--- config.mk ---
export PLATFORM = sky130hd
export DESIGN_NAME = sos_biquad_mac_seq
export DESIGN_NICKNAME = d
export VERILOG_FILES = /design/src/rtl/sos_pkg.sv /design/src/rtl/sos_biquad_mac_seq.sv
export SDC_FILE = /design/constraint.sdc
export NUM_CORES = 1
export LEC_CHECK = 0
export CELL_PAD_IN_SITES_DETAIL_PLACEMENT = 1
export CELL_PAD_IN_SITES_GLOBAL_PLACEMENT = 1
export CORE_MARGIN = 3
export CORE_UTILIZATION = 35
export CTS_CLUSTER_DIAMETER = 40
export DETAILED_ROUTE_END_ITERATION = 10
export GPL_TIMING_DRIVEN = 0
export PLACE_DENSITY_LB_ADDON = 0.1
export SYNTH_ARGS = -nofsm -noshare
export SYNTH_HDL_FRONTEND = slang
export SYNTH_SLANG_ARGS = --single-unit
--- constraint.sdc ---
create_clock -name CLK -period 4.7 [get_ports CLK]
set_input_delay 0.94 -clock CLK [delete_from_list [all_inputs] [get_ports CLK]]
set_output_delay 0.94 -clock CLK [all_outputs]
set_load 0.1 [all_outputs]
--- src/rtl/sos_pkg.sv ---
// Shared types and constants for the time-multiplexed biquad sections.
// The default widths below match the cascade's sos_coeff_gain_n_shift instance.
package sos_pkg;

  localparam int SOS_IIR_WD    = 48;
  localparam int SOS_COF_WD    = 32;
  localparam int SOS_SHIFT_NUM = 30;
  localparam int NUM_TAPS      = 5;

  // Coefficient value representing unity gain.
  localparam longint COEF_ONE = longint'(1) << SOS_SHIFT_NUM;

  typedef enum logic [1:0] {
    IDLE,
    MAC,
    OUT
  } sos_state_t;

  typedef struct packed {
    logic [SOS_COF_WD-1:0] b0;
    logic [SOS_COF_WD-1:0] b1;
    logic [SOS_COF_WD-1:0] b2;
    logic [SOS_COF_WD-1:0] a1;
    logic [SOS_COF_WD-1:0] a2;
  } sos_coef_t;

  // Feedback taps (a1, a2) come after the three feedforward taps and are subtracted.
  function automatic logic tap_subtracts(input logic [2:0] step);
    return (step >= 3'd3);
  endfunction

endpackage

--- src/rtl/sos_biquad_mac_seq.sv ---
// Direct Form I biquad section that walks its five products through a shared
// external multiplier, one tap per cycle, with valid/ready on both sides.
module sos_biquad_mac_seq
  import sos_pkg::*;
#(
  parameter int IIR_WD    = 48,
  parameter int COF_WD    = 32,
  parameter int SHIFT_NUM = 30
) (
  input  logic              CLK,
  input  logic              RST,
  input  logic              IN_VALID,
  output logic              IN_READY,
  input  logic [IIR_WD-1:0] IN_X,
  input  logic [COF_WD-1:0] B0,
  input  logic [COF_WD-1:0] B1,
  input  logic [COF_WD-1:0] B2,
  input  logic [COF_WD-1:0] A1,
  input  logic [COF_WD-1:0] A2,
  output logic [IIR_WD-1:0] MUL_X,
  output logic [COF_WD-1:0] MUL_H,
  input  logic [IIR_WD-1:0] MUL_P,
  output logic              OUT_VALID,
  input  logic              OUT_READY,
  output logic [IIR_WD-1:0] OUT_Y
);

  // Scaling lives entirely in the attached multiplier; SHIFT_NUM is carried
  // only so both ends of the MUL_* link are configured from one place.
  if (SHIFT_NUM >= IIR_WD + COF_WD) begin : g_shift_out_of_range
  end

  localparam logic [2:0] LAST_STEP = 3'(NUM_TAPS - 1);

  sos_state_t        r_state;
  sos_state_t        w_state_nxt;
  logic [2:0]        r_step;
  logic              r_in_ready;
  sos_coef_t         r_coef;
  logic [IIR_WD-1:0] r_x;
  logic [IIR_WD-1:0] r_x1;
  logic [IIR_WD-1:0] r_x2;
  logic [IIR_WD-1:0] r_y1;
  logic [IIR_WD-1:0] r_y2;
  logic [IIR_WD-1:0] r_acc;

  logic              w_accept;
  logic              w_out_fire;
  logic              w_sub;
  logic              w_out_valid;
  logic [IIR_WD-1:0] w_mul_x;
  logic [COF_WD-1:0] w_mul_h;

  assign w_accept   = (r_state == IDLE) && r_in_ready && IN_VALID;
  assign w_out_fire = (r_state == OUT) && OUT_READY;

  always_ff @(posedge CLK) begin
    if (RST) begin
      r_state <= IDLE;
    end else begin
      r_state <= w_state_nxt;
    end
  end

  always_comb begin
    w_state_nxt = r_state;
    w_mul_x     = '0;
    w_mul_h     = '0;
    w_sub       = 1'b0;
    w_out_valid = 1'b0;
    case (r_state)
      IDLE: begin
        if (w_accept) begin
          w_state_nxt = MAC;
        end
      end
      MAC: begin
        w_sub = tap_subtracts(r_step);
        case (r_step)
          3'd0: begin
            w_mul_x = r_x;
            w_mul_h = r_coef.b0;
          end
          3'd1: begin
            w_mul_x = r_x1;
            w_mul_h = r_coef.b1;
          end
          3'd2: begin
            w_mul_x = r_x2;
            w_mul_h = r_coef.b2;
          end
          3'd3: begin
            w_mul_x = r_y1;
            w_mul_h = r_coef.a1;
          end
          3'd4: begin
            w_mul_x = r_y2;
            w_mul_h = r_coef.a2;
          end
          default: begin
            w_mul_x = '0;
            w_mul_h = '0;
          end
        endcase
        if (r_step == LAST_STEP) begin
          w_state_nxt = OUT;
        end
      end
      OUT: begin
        w_out_valid = 1'b1;
        if (OUT_READY) begin
          w_state_nxt = IDLE;
        end
      end
      default: begin
        w_state_nxt = IDLE;
      end
    endcase
  end

  // Ready is registered so it reads low for the whole reset pulse and rises
  // on the first clock after reset is released.
  always_ff @(posedge CLK) begin
    if (RST) begin
      r_in_ready <= 1'b0;
      r_step     <= '0;
      r_coef     <= '0;
      r_x        <= '0;
      r_x1       <= '0;
      r_x2       <= '0;
      r_y1       <= '0;
      r_y2       <= '0;
      r_acc      <= '0;
    end else begin
      r_in_ready <= (w_state_nxt == IDLE);
      if (w_accept) begin
        r_x       <= IN_X;
        r_coef.b0 <= B0;
        r_coef.b1 <= B1;
        r_coef.b2 <= B2;
        r_coef.a1 <= A1;
        r_coef.a2 <= A2;
        r_acc     <= '0;
        r_step    <= '0;
      end
      if (r_state == MAC) begin
        r_acc  <= w_sub ? (r_acc - MUL_P) : (r_acc + MUL_P);
        r_step <= (r_step == LAST_STEP) ? 3'd0 : (r_step + 3'd1);
      end
      if (w_out_fire) begin
        r_x2 <= r_x1;
        r_x1 <= r_x;
        r_y2 <= r_y1;
        r_y1 <= r_acc;
      end
    end
  end

  assign IN_READY  = r_in_ready;
  assign MUL_X     = w_mul_x;
  assign MUL_H     = w_mul_h;
  assign OUT_VALID = w_out_valid;
  assign OUT_Y     = w_out_valid ? r_acc : '0;

endmodule
* After elaboration in Yosys (flattened, before gate mapping)
Cells that the tools add are included.
** Storage, ports and cells
- Bits in registers :: 454
- Input port bits :: 260
- Output and inout port bits :: 130
** Operators by class
- $add $sub $neg :: 3
- Magnitude comparators :: 1
- Equality and inequality tests :: 6
- Mux-type cells :: 17
- Reductions and logical operators :: 7
** Operators with widths (number)
- 48-bit 2-to-1 mux :: 5
- 48-bit case mux with 5 select lines :: 1
- 32-bit case mux with 5 select lines :: 1
- 48-bit adder :: 1
- 48-bit subtractor :: 1
- 32-bit 2-to-1 mux :: 1
- 3-bit 2-to-1 mux :: 3
- 3-bit by 2-bit equality test with 1-bit output (second input constant) :: 2
- 2-bit 2-to-1 mux :: 3
- 2-bit case mux with 3 select lines :: 1
- 2-bit zero test :: 2
- 3-bit by 1-bit adder with 3-bit output (second input constant) :: 1
- 3-bit by 1-bit equality test with 1-bit output (second input constant) :: 1
- 3-bit equality test (second input constant) :: 1
- 3-bit by 2-bit >= comparator with 1-bit output (second input constant) :: 1
- 1-bit logical AND :: 3
- 3-bit zero test :: 1
- 2-bit by 1-bit equality test with 1-bit output (second input constant) :: 1
- 2-bit equality test (second input constant) :: 1
- 1-bit 2-to-1 mux :: 2
- 2-bit nonzero test :: 1

* Longest topological paths before layout
Gate-level depths: netlist of the first run.
- Depth in word-level cells :: 6
- Gate-level depth with buffers :: 22

* Worst setup path after synthesis of the first run
OpenSTA, ideal clock, no wires.
- Path kind :: reg-to-reg
- Start :: register r_step[2]
- End :: register r_acc[45]
- Arrival :: 4.397 ns
- Slack :: 0.185 ns
- Stages on the path, launching flop included :: 22
- Clock period less this slack :: 4.515 ns
- Path through :: dfxtp_1 -> clkinv_1 -> clkbuf_1 -> ha_1 -> clkbuf_1 -> nor2_1 -> o21ai_0 -> and2_0 -> clkbuf_1 -> clkbuf_1 -> a21oi_1 -> xnor2_1 -> ha_1 -> a21o_1 -> a31oi_1 -> a31o_2 -> a2111oi_2 -> o2111ai_1 -> a21oi_1 -> o211ai_1 -> mux2i_1 -> a32o_1
** Between the ends
- Longest elaborated chain between the ends :: 4
** Ends and longest elaborated chain
- start: declaration :: line sos_biquad_mac_seq.sv:37 : logic [2:0] r_step;
- start signal: assignment :: line sos_biquad_mac_seq.sv:148 : r_step <= (r_step == LAST_STEP) ? 3'd0 : (r_step + 3'd1);
- 3-bit by 2-bit >= comparator with 1-bit output :: line sos_pkg.sv:29 : return (step >= 3'd3);
- 1-bit 2-to-1 mux :: line sos_biquad_mac_seq.sv:71 : case (r_state)
- 48-bit 2-to-1 mux :: line sos_biquad_mac_seq.sv:147 : r_acc <= w_sub ? (r_acc - MUL_P) : (r_acc + MUL_P);
- 48-bit 2-to-1 mux :: line sos_biquad_mac_seq.sv:146 : if (r_state == MAC) begin
- end signal: assignment :: line sos_biquad_mac_seq.sv:147
- end: declaration :: line sos_biquad_mac_seq.sv:45 : logic [IIR_WD-1:0] r_acc;
Every way passes these cells.
A chain may end at the register's enable or synchronous reset.

* Final worst setup path of the first run
- Start :: register r_step[0]
- End :: output port MUL_H[1]
** Between the ends
- Longest elaborated chain between the ends :: 3
- Elaborated cells on any way between the ends :: 7
** Ends and longest elaborated chain
- 3-bit equality test (tied with other cells) :: line sos_biquad_mac_seq.sv:79 : case (r_step)
- 32-bit case mux with 5 select lines * :: line sos_biquad_mac_seq.sv:79
- 32-bit 2-to-1 mux * :: line sos_biquad_mac_seq.sv:71
- end: declaration :: line sos_biquad_mac_seq.sv:21 : output logic [COF_WD-1:0] MUL_H,
Mark *: on every way between the ends. The rest lies on a longest branch, timed or not.

==> results of run 1 <==
[worst paths after layout]
check / end / startpoint / slack [ps] / cells past startpoint
max: MUL_H[1] / r_step[0]$_SDFFE_PP0P_ / 50 / 8
min: r_coef[138]$_SDFFE_PP0P_ / r_coef[138]$_SDFFE_PP0P_ / 460 / 2
max reg2reg: r_acc[31]$_SDFFE_PP0P_ / r_step[2]$_SDFFE_PP0P_ / 170 / 21
min reg2reg: r_coef[138]$_SDFFE_PP0P_ / r_coef[138]$_SDFFE_PP0P_ / 460 / 2
[sequential cells by signal (all words and copies together) (netlist names)]
| signal | flops |
|---|---|
| r_coef | 160 |
| r_acc | 48 |
| r_x1 | 48 |
| r_x2 | 48 |
| r_x | 48 |
| r_y1 | 48 |
| r_y2 | 48 |
| r_step | 3 |
| r_state | 2 |
| IN_READY | 1 |
[area by class of cell]
| cell class | instances | area [um^2] | area share |
|---|---|---|---|
| multi-input cells | 2230 | 12400 | 0.410 |
| inverters | 22 | 87.6 | 0.00289 |
| well taps | 828 | 1040 | 0.0342 |
| clock inverters | 44 | 614 | 0.0203 |
| clock buffers | 89 | 2010 | 0.0664 |
| plain buffers | 214 | 876 | 0.0289 |
| diodes | 1 | 2.50 | 0.0000826 |
| repair buffers | 436 | 4150 | 0.137 |
| flip-flops and latches | 454 | 9090 | 0.300 |
[per-stage QoR]
stage	TNS, ps	cells	power (mW)	hold WS [ps]
after floorplan	0	2931	4.85	436
after global placement	-302070	4147	5.46	441
after detailed placement	-174590	4148	5.49	448
after CTS	0	4292	11.3	457
after global routing	-206	4318	11.7	469
final	0	4318	11.3	456
[synth_stat cells, drive strengths merged, types with 18 or more instances]
| library cell | number |
|---|---|
| nand2 | 960 |
| a21oi | 520 |
| dfxtp | 454 |
| clkbuf | 220 |
| a22oi | 109 |
| a31oi | 66 |
| and2 | 58 |
| o21ai | 55 |
| ha | 54 |
| nor2 | 53 |
| xnor2 | 39 |
| xor2 | 36 |
| nand3 | 34 |
| a21o | 28 |
| a22o | 27 |
| a222oi | 26 |
| inv | 21 |
| nor3 | 18 |
[where the power goes]
| part | switching [mW] | leakage (nW) | internal, mW |
|---|---|---|---|
| clock | 2.08 | 1.27 | 3.70 |
| combinational | 0.863 | 5.61 | 0.553 |
| sequential | 0.130 | 3.68 | 3.98 |
| total | 3.08 | 10.6 | 8.23 |
[logic make-up after synthesis]
family	share of synthesized area
and+or+nand+nor	0.230
buffers and inverters	0.0426
DFF	0.417
xor gates and xnor gates	0.0305
muxes	0.00184
adders and majority gates	0.0319
AOI/OAI and AO/OA	0.247
[routing by layer]
layer | up-vias | track usage
met2 | 700 | 0.515
met1 | 11800 | 0.390
met3 | 169 | 0.0423
li1 | 11100 | -
met5 | - | 0
met4 | 6 | 0.0958
[what timing repair did]
action / 4_1_cts / 5_1_grt
pin swaps: 19 / 67
endpoints found under the setup margin: 126 / 85
gates resized for setup: 417 / 158
setup buffers: 16 / 31
[critical path, cell delays in order, from the launching register on]
cell and delay (ps):
dfxtp_1 350, inv_1 120, ha_1 240, buf_2 420, and2_2 470, clkbuf_2 410, a22oi_1 180, a31oi_1 290
clkdlybuf4s15_2 600
==> flow_summary.ini, run 1 <==
[layout]
drive_above_1_share = 0.115
layout_commonest_cell = nand2_1
fin_nets = 3748
synthToLayoutAreaGrowth_pct = 39.0
final_area_um2 = 30300
final_cell_mix = 953 x nand2_1, 505 x a21oi_1, 453 x dfxtp_1
fillCellCount = 7434
final_util = 0.496

[logic_synthesis]
yosysSeqAreaShare = 0.417
synth_nets = 3246
syn_area_um2 = 21800
synth_top_area_cell = dfxtp_1
synthTopCellsByArea = dfxtp_1 42%, nand2_1 17%, a21oi_1 12%
synth_flop_cell = dfxtp_1
avgSynthCellArea_um2 = 7.44
synth_cell_types = 68
synth_edf_count = 0
async_flop_share = 0
synth_top_area_frac = 0.417
synth-seq-cells = 454
synth_cells = 2931
ys_warn_count = 0

[sta]
tightest_slew_ps = 1240
fin_crit_sh = 0.989
slew_viol_final = 0
setup_viol = 0
min_period_ps = 4650
rsz0062_at_grt = true
fin_skew_ps = 24.5
timing.slew.headroom = 0.166
max_freq_mhz = 215
worst_slack_ps = 53.8
hold_viol_final = 0

[route]
via_per_inst = 5.51
wl_met1_um = 45500
routed-wl-met3_um = 4940
drtAntennaViolNets = 0
drc = 0
vias = 23800
wl_met2_um = 48800
dr.first_iter.drc_count = 1385
dr.pass1.iters = 6
top_layer = met5
detail_route.wl_per_cell_um = 23.8
totalWireLength_um = 103000

[power_and_ir_drop]
irDropWorstVdd_v = 0.000245
power.density_nw_per_um2 = 373
p_leak_nw = 10.6

[global_routing]
first_global_vias = 24900
overflow = 0
grt_antenna_before_repair = 4
grt_pass1_wl_um = 153000
grt_use_total = 0.300
grt_max_degree = 13

[clock_network]
clk_latency_ps = 610
cts.sinks = 454
htree_levels = 3
cts_buffers = 75
cts_root_buffer = clkbuf_16
clkTransAtPathRegs_ps = 50
clockBufferDepth = 3
tritoncts = done
cts_hold_buf = 0

[worst_setup_path]
critPathRequiredTime_ps = 3760
cp_max_fo = 10
start_kind = register
arrival_ps = 3710
critPathKind = register to output pin
critical_path.endpoint_type = output pin

[flow_run]
maxCapViolCount = 0

[place]
dp_hpwl_um = 79100
place_ws_ps = -2530
placed_area_um2 = 26700
gp_congestion = 0.906
port_buffers = 388

[status]
status = finished clean

[min_path]
min_path_type = register to register

[floorplanning]
rows = 90
fp.dieH_um = 256
start_util = 0.357
io_pins = 390
die-area_um2 = 65300
fp.dieW_um = 256
coreArea_um2 = 61000
(Power assumes the default switching activity.)
==> inputs of run 2 (changes only) <==
Settings changed: GPL_TIMING_DRIVEN 0 to unset.
==> flow_summary.ini, run 2 (same netlist as run 1, synthesis figures left out) <==
[min_path]
worstHoldEndpoint = r_y2[15]$_SDFFE_PP0P_
hold_depth = 2
min_path_type = register to register
min_from = r_y2[15]$_SDFFE_PP0P_

[clock_network]
cts.sinks = 454
cts_root_buffer = clkbuf_16
clk_latency_ps = 620
htree_levels = 3
cts_hold_buf = 0
clockBufferDepth = 3
cts_buffers = 83
clkTransAtPathRegs_ps = 50
tritoncts = done

[place]
port_buffers = 389
post-place-cells = 4161
gp_congestion = 0.897
placed_area_um2 = 28500
place_ws_ps = -770
dp_hpwl_um = 63200

[global_routing]
first_global_vias = 24300
grt_pass1_wl_um = 141000
overflow = 0
grt_max_degree = 202
grt_antenna_before_repair = 11
grt_use_total = 0.269

[sta]
timing.slew.headroom = 0.122
max_freq_mhz = 220
fin_crit_sh = 0.967
min_period_ps = 4550
setup_viol = 0
tightest_slew_ps = 1310
whs_ps = 451
worst_slack_ps = 154
slew_viol_final = 0
fin_skew_ps = 31.6
hold_viol_final = 0
setup_tns_ps = 0
rsz0062_at_grt = true

[layout]
largest_register_ff_count = 160
final_area_um2 = 31600
fin_nets = 3736
largest_register = r_coef
layout_commonest_cell = nand2_1
synthToLayoutAreaGrowth_pct = 45.2
final_cell_mix = 958 x nand2_1, 516 x a21oi_1, 454 x dfxtp_1
fin_cells = 4323
drive_above_1_share = 0.163

[worst_setup_path]
critPathRequiredTime_ps = 5140
crit_family = simple AND/OR/NAND/NOR gates
reg2reg_depth = 19
crit_chain = clkdlybuf4s50_1, or4_4, nor4_4, and4_4, and2_4, nor2_1, xnor2_1, ha_1, a21o_1, a21o_1, a21oi_2, o21ai_1, and3_1, a211o_1, buf_4, a31oi_2, xor2_1, o21ai_1
max_stage_delay_ps = 590
critPathKind = primary input to register
critPathLaunch = MUL_P[14]
r2r-start = r_step[0]$_SDFFE_PP0P_
cp_slowest_cell = or4_4
arrival_ps = 4980
start_kind = primary input
cp.buffers_inverters = 2
cp_max_fo = 4
timing.rr.end = r_acc[42]$_SDFFE_PP0P_
r2r_setup_slack_ps = 230
critical_path.endpoint_type = register

[status]
status = finished clean

[power_and_ir_drop]
p_leak_nw = 11.6
power.density_nw_per_um2 = 372
irDropWorstVdd_v = 0.000227

[route]
drc = 0
via_per_inst = 5.38
detail_route.wl_per_cell_um = 21.1
drtAntennaViolNets = 0
dr.first_iter.drc_count = 1760
vias = 23300
dr.pass1.iters = 10
totalWireLength_um = 91300

[floorplanning]
start_util = 0.357
die-area_um2 = 65300
io_pins = 390
fp.dieH_um = 256
rows = 90
coreArea_um2 = 61000
fp.dieW_um = 256

[flow_run]
maxCapViolCount = 0
==> run 2: what timing repair did <==
action | in CTS | in global routing
endpoints found under the hold margin | 0 | 0
resized for setup | 5 | 34
pin swaps | 0 | 21
setup buffers | 0 | 3
gates cloned | 0 | 0
setup endpoints to repair | 5 | 18
==> run 2: where the power goes <==
group          internal [mW]  leakage, nW  total, mW  switching (mW)
logic                  0.656         6.55       1.47           0.816
clock network           4.05         1.40       6.19            2.13
registers               3.98         3.68       4.10           0.119
==> run 2: per-layer routing <==
metal  global-route usage  wire length [um]  part of all wire
met3               0.0508              4830             0.053
met4               0.0798              2320             0.025
met1                0.357             41200              0.45
met2                0.445             42900              0.47
met5                    0                73           0.00080
==> run 2: through the flow <==
step	power, mW	util
final	11.8	0.519
after floorplan	4.85	-
after CTS	11.8	0.516
after global routing	12.2	0.518
after detailed placement	5.63	0.468
after global placement	5.59	0.468
==> run 2: final cells by class <==
type	count	area, um^2
diodes	4	10.0
clock buffers	102	2260
clock inverters	53	647
fillers	7314	29400
inverters	22	82.6
multi-input cells	2230	12000
flip-flops and latches	454	9090
well taps	828	1040
repair buffers	630	6500
==> run 2: worst min-delay path, cell delays in order (launching register included) <==
cell	delay [ps]
dfxtp_1	300
nand2_1	50
a21oi_1	50
==> run 2: worst max-delay path by stage <==
stage,end,depth (start not counted),slack [ps]
final,r_acc[42]$_SDFFE_PP0P_,18,150
after floorplan,r_acc[45]$_SDFFE_PP0P_,21,190
after global routing,r_acc[47]$_SDFFE_PP0P_,21,-30
after global placement,r_acc[47]$_SDFFE_PP0P_,19,-650
after CTS,r_acc[47]$_SDFFE_PP0P_,19,-90
after detailed placement,r_acc[47]$_SDFFE_PP0P_,19,-770
==> inputs of run 3 (changes only) <==
Clock period 4.7 ns to 5.1 ns, I/O delays scaled along.
==> flow_summary.ini, run 3 (same netlist as run 1, synthesis figures left out) <==
[status]
status = finished clean

[worst_setup_path]
arrival_ps = 3910
critPathRequiredTime_ps = 4080
critical_path.endpoint_type = output pin
reg2reg_depth = 21
start_kind = register
cp_max_fo = 80
critPathKind = register to output pin

[clock_network]
cts_setup_buffers = 0
htree_levels = 3
tritoncts = done
clkTransAtPathRegs_ps = 50
cts_resized = 0
clk_latency_ps = 610
cts_buffers = 77
cts_root_buffer = clkbuf_16
cts_hold_buf = 0
cts.sinks = 454
clockBufferDepth = 3

[floorplanning]
fp.dieW_um = 256
start_util = 0.357
rows = 90
die-area_um2 = 65300
io_pins = 390
fp.dieH_um = 256
coreArea_um2 = 61000

[power_and_ir_drop]
irDropWorstVdd_v = 0.000223
power.density_nw_per_um2 = 339
p_leak_nw = 11.1

[min_path]
hold_depth = 2
min_path_type = register to register

[layout]
synthToLayoutAreaGrowth_pct = 42.6
final_cell_mix = 959 x nand2_1, 520 x a21oi_1, 454 x dfxtp_1
layout_commonest_cell = nand2_1
multi_input_area_um2 = 11900
fin_nets = 3680
largest_register_ff_count = 160
drive_above_1_share = 0.129
largest_register = r_coef
ff_latch_area_um2 = 9090
final_util = 0.509
fillCellCount = 7325

[sta]
fin_skew_ps = 36.8
min_period_ps = 4930
setup_viol = 0
timing.slew.headroom = 0.232
tightest_slew_ps = 1150
fin_crit_sh = 0.966
max_freq_mhz = 203
slew_viol_final = 0
worst_slack_ps = 173
hold_viol_final = 0

[route]
drtAntennaViolNets = 0
totalWireLength_um = 90700
drc = 0
detail_route.wl_per_cell_um = 21.3
dr.first_iter.drc_count = 1692
dr.pass1.iters = 6
vias = 23100
via_per_inst = 5.42

[global_routing]
overflow = 0
grt_pass1_wl_um = 140000
use_met1 = 0.356
grtUsageMet2 = 0.443
globalRoute.busiestLayer = met2
grt_use_met3 = 0.0419
first_global_vias = 24200
grt_use_total = 0.267
grt_max_degree = 178
grt_antenna_before_repair = 13

[place]
place_ws_ps = -459
dp_hpwl_um = 62800
port_buffers = 389
gp_congestion = 0.873

[flow_run]
maxCapViolCount = 0
## run 3: cell count changes in the layout (fill, tap and decap cells not counted), moves of 4 or more
| cell | change |
|---|---|
| a21oi_1 | +4 |
| a21oi_2 | -4 |
| buf_4 | -97 |
| clkbuf_1 | -8 |
| clkbuf_16 | -7 |
| clkbuf_8 | +6 |
| clkdlybuf4s50_1 | +52 |
| clkinv_2 | -9 |
| diode_2 | +7 |
| dlymetal6s2s_1 | -4 |
| o21ai_0 | +5 |
| o21ai_1 | -4 |
| o31ai_1 | +4 |
## run 3: area by class of cell
type                       count  area share
sequential                   454       0.292
antenna                       11    0.000886
clock buffer                  93      0.0688
inverter                      22     0.00266
clock inverter                45      0.0191
tap                          828      0.0333
timing repair buffer         580       0.200
multi-input combinational   2230       0.383
## run 3: critical path: stages (launching register included)
cell	delay (ps)
dfxtp_1	410
ha_1	240
ha_4	150
buf_4	460
buf_4	660
o41ai_2	200
buf_12	280
a31oi_1	590
buf_12	260
## run 3: path summary, 6_finish.rpt
check / from / to / slack [ps]
worst max-delay path: r_step[0]$_SDFFE_PP0P_ / MUL_X[13] / 170
worst min-delay path: r_y2[18]$_SDFFE_PP0P_ / r_y2[18]$_SDFFE_PP0P_ / 450
worst max register to register: r_step[2]$_SDFFE_PP0P_ / r_acc[41]$_SDFFE_PP0P_ / 530
worst min register to register: r_y2[18]$_SDFFE_PP0P_ / r_y2[18]$_SDFFE_PP0P_ / 450
## run 3: where the power goes
part | switching (mW) | internal [mW]
clock | 1.92 | 3.53
sequential | 0.108 | 3.67
combinational | 0.738 | 0.577
total | 2.76 | 7.77
## run 3: metal layers
metal | up-vias | share of wire
li1 | 11000 | -
met1 | 11300 | 0.46
met2 | 610 | 0.47
met3 | 135 | 0.050
met4 | 8 | 0.026
met5 | - | 0.00061
## run 3: metrics by stage
| step | hold slack [ps] | TNS (ps) | power (mW) | instances | area, um^2 |
|---|---|---|---|---|---|
| 6_report | 452 | 0 | 10.5 | 4263 | 31100 |
| 3_3_place_gp | 441 | -2080 | 5.12 | 4114 | 28300 |
| 4_1_cts | 454 | 0 | 10.6 | 4252 | 31000 |
| 2_1_floorplan | 436 | 0 | 4.47 | 2931 | 21800 |
| 5_1_grt | 465 | -2.78 | 10.9 | 4259 | 31100 |
| 3_5_place_dp | 446 | -4100 | 5.16 | 4114 | 28300 |
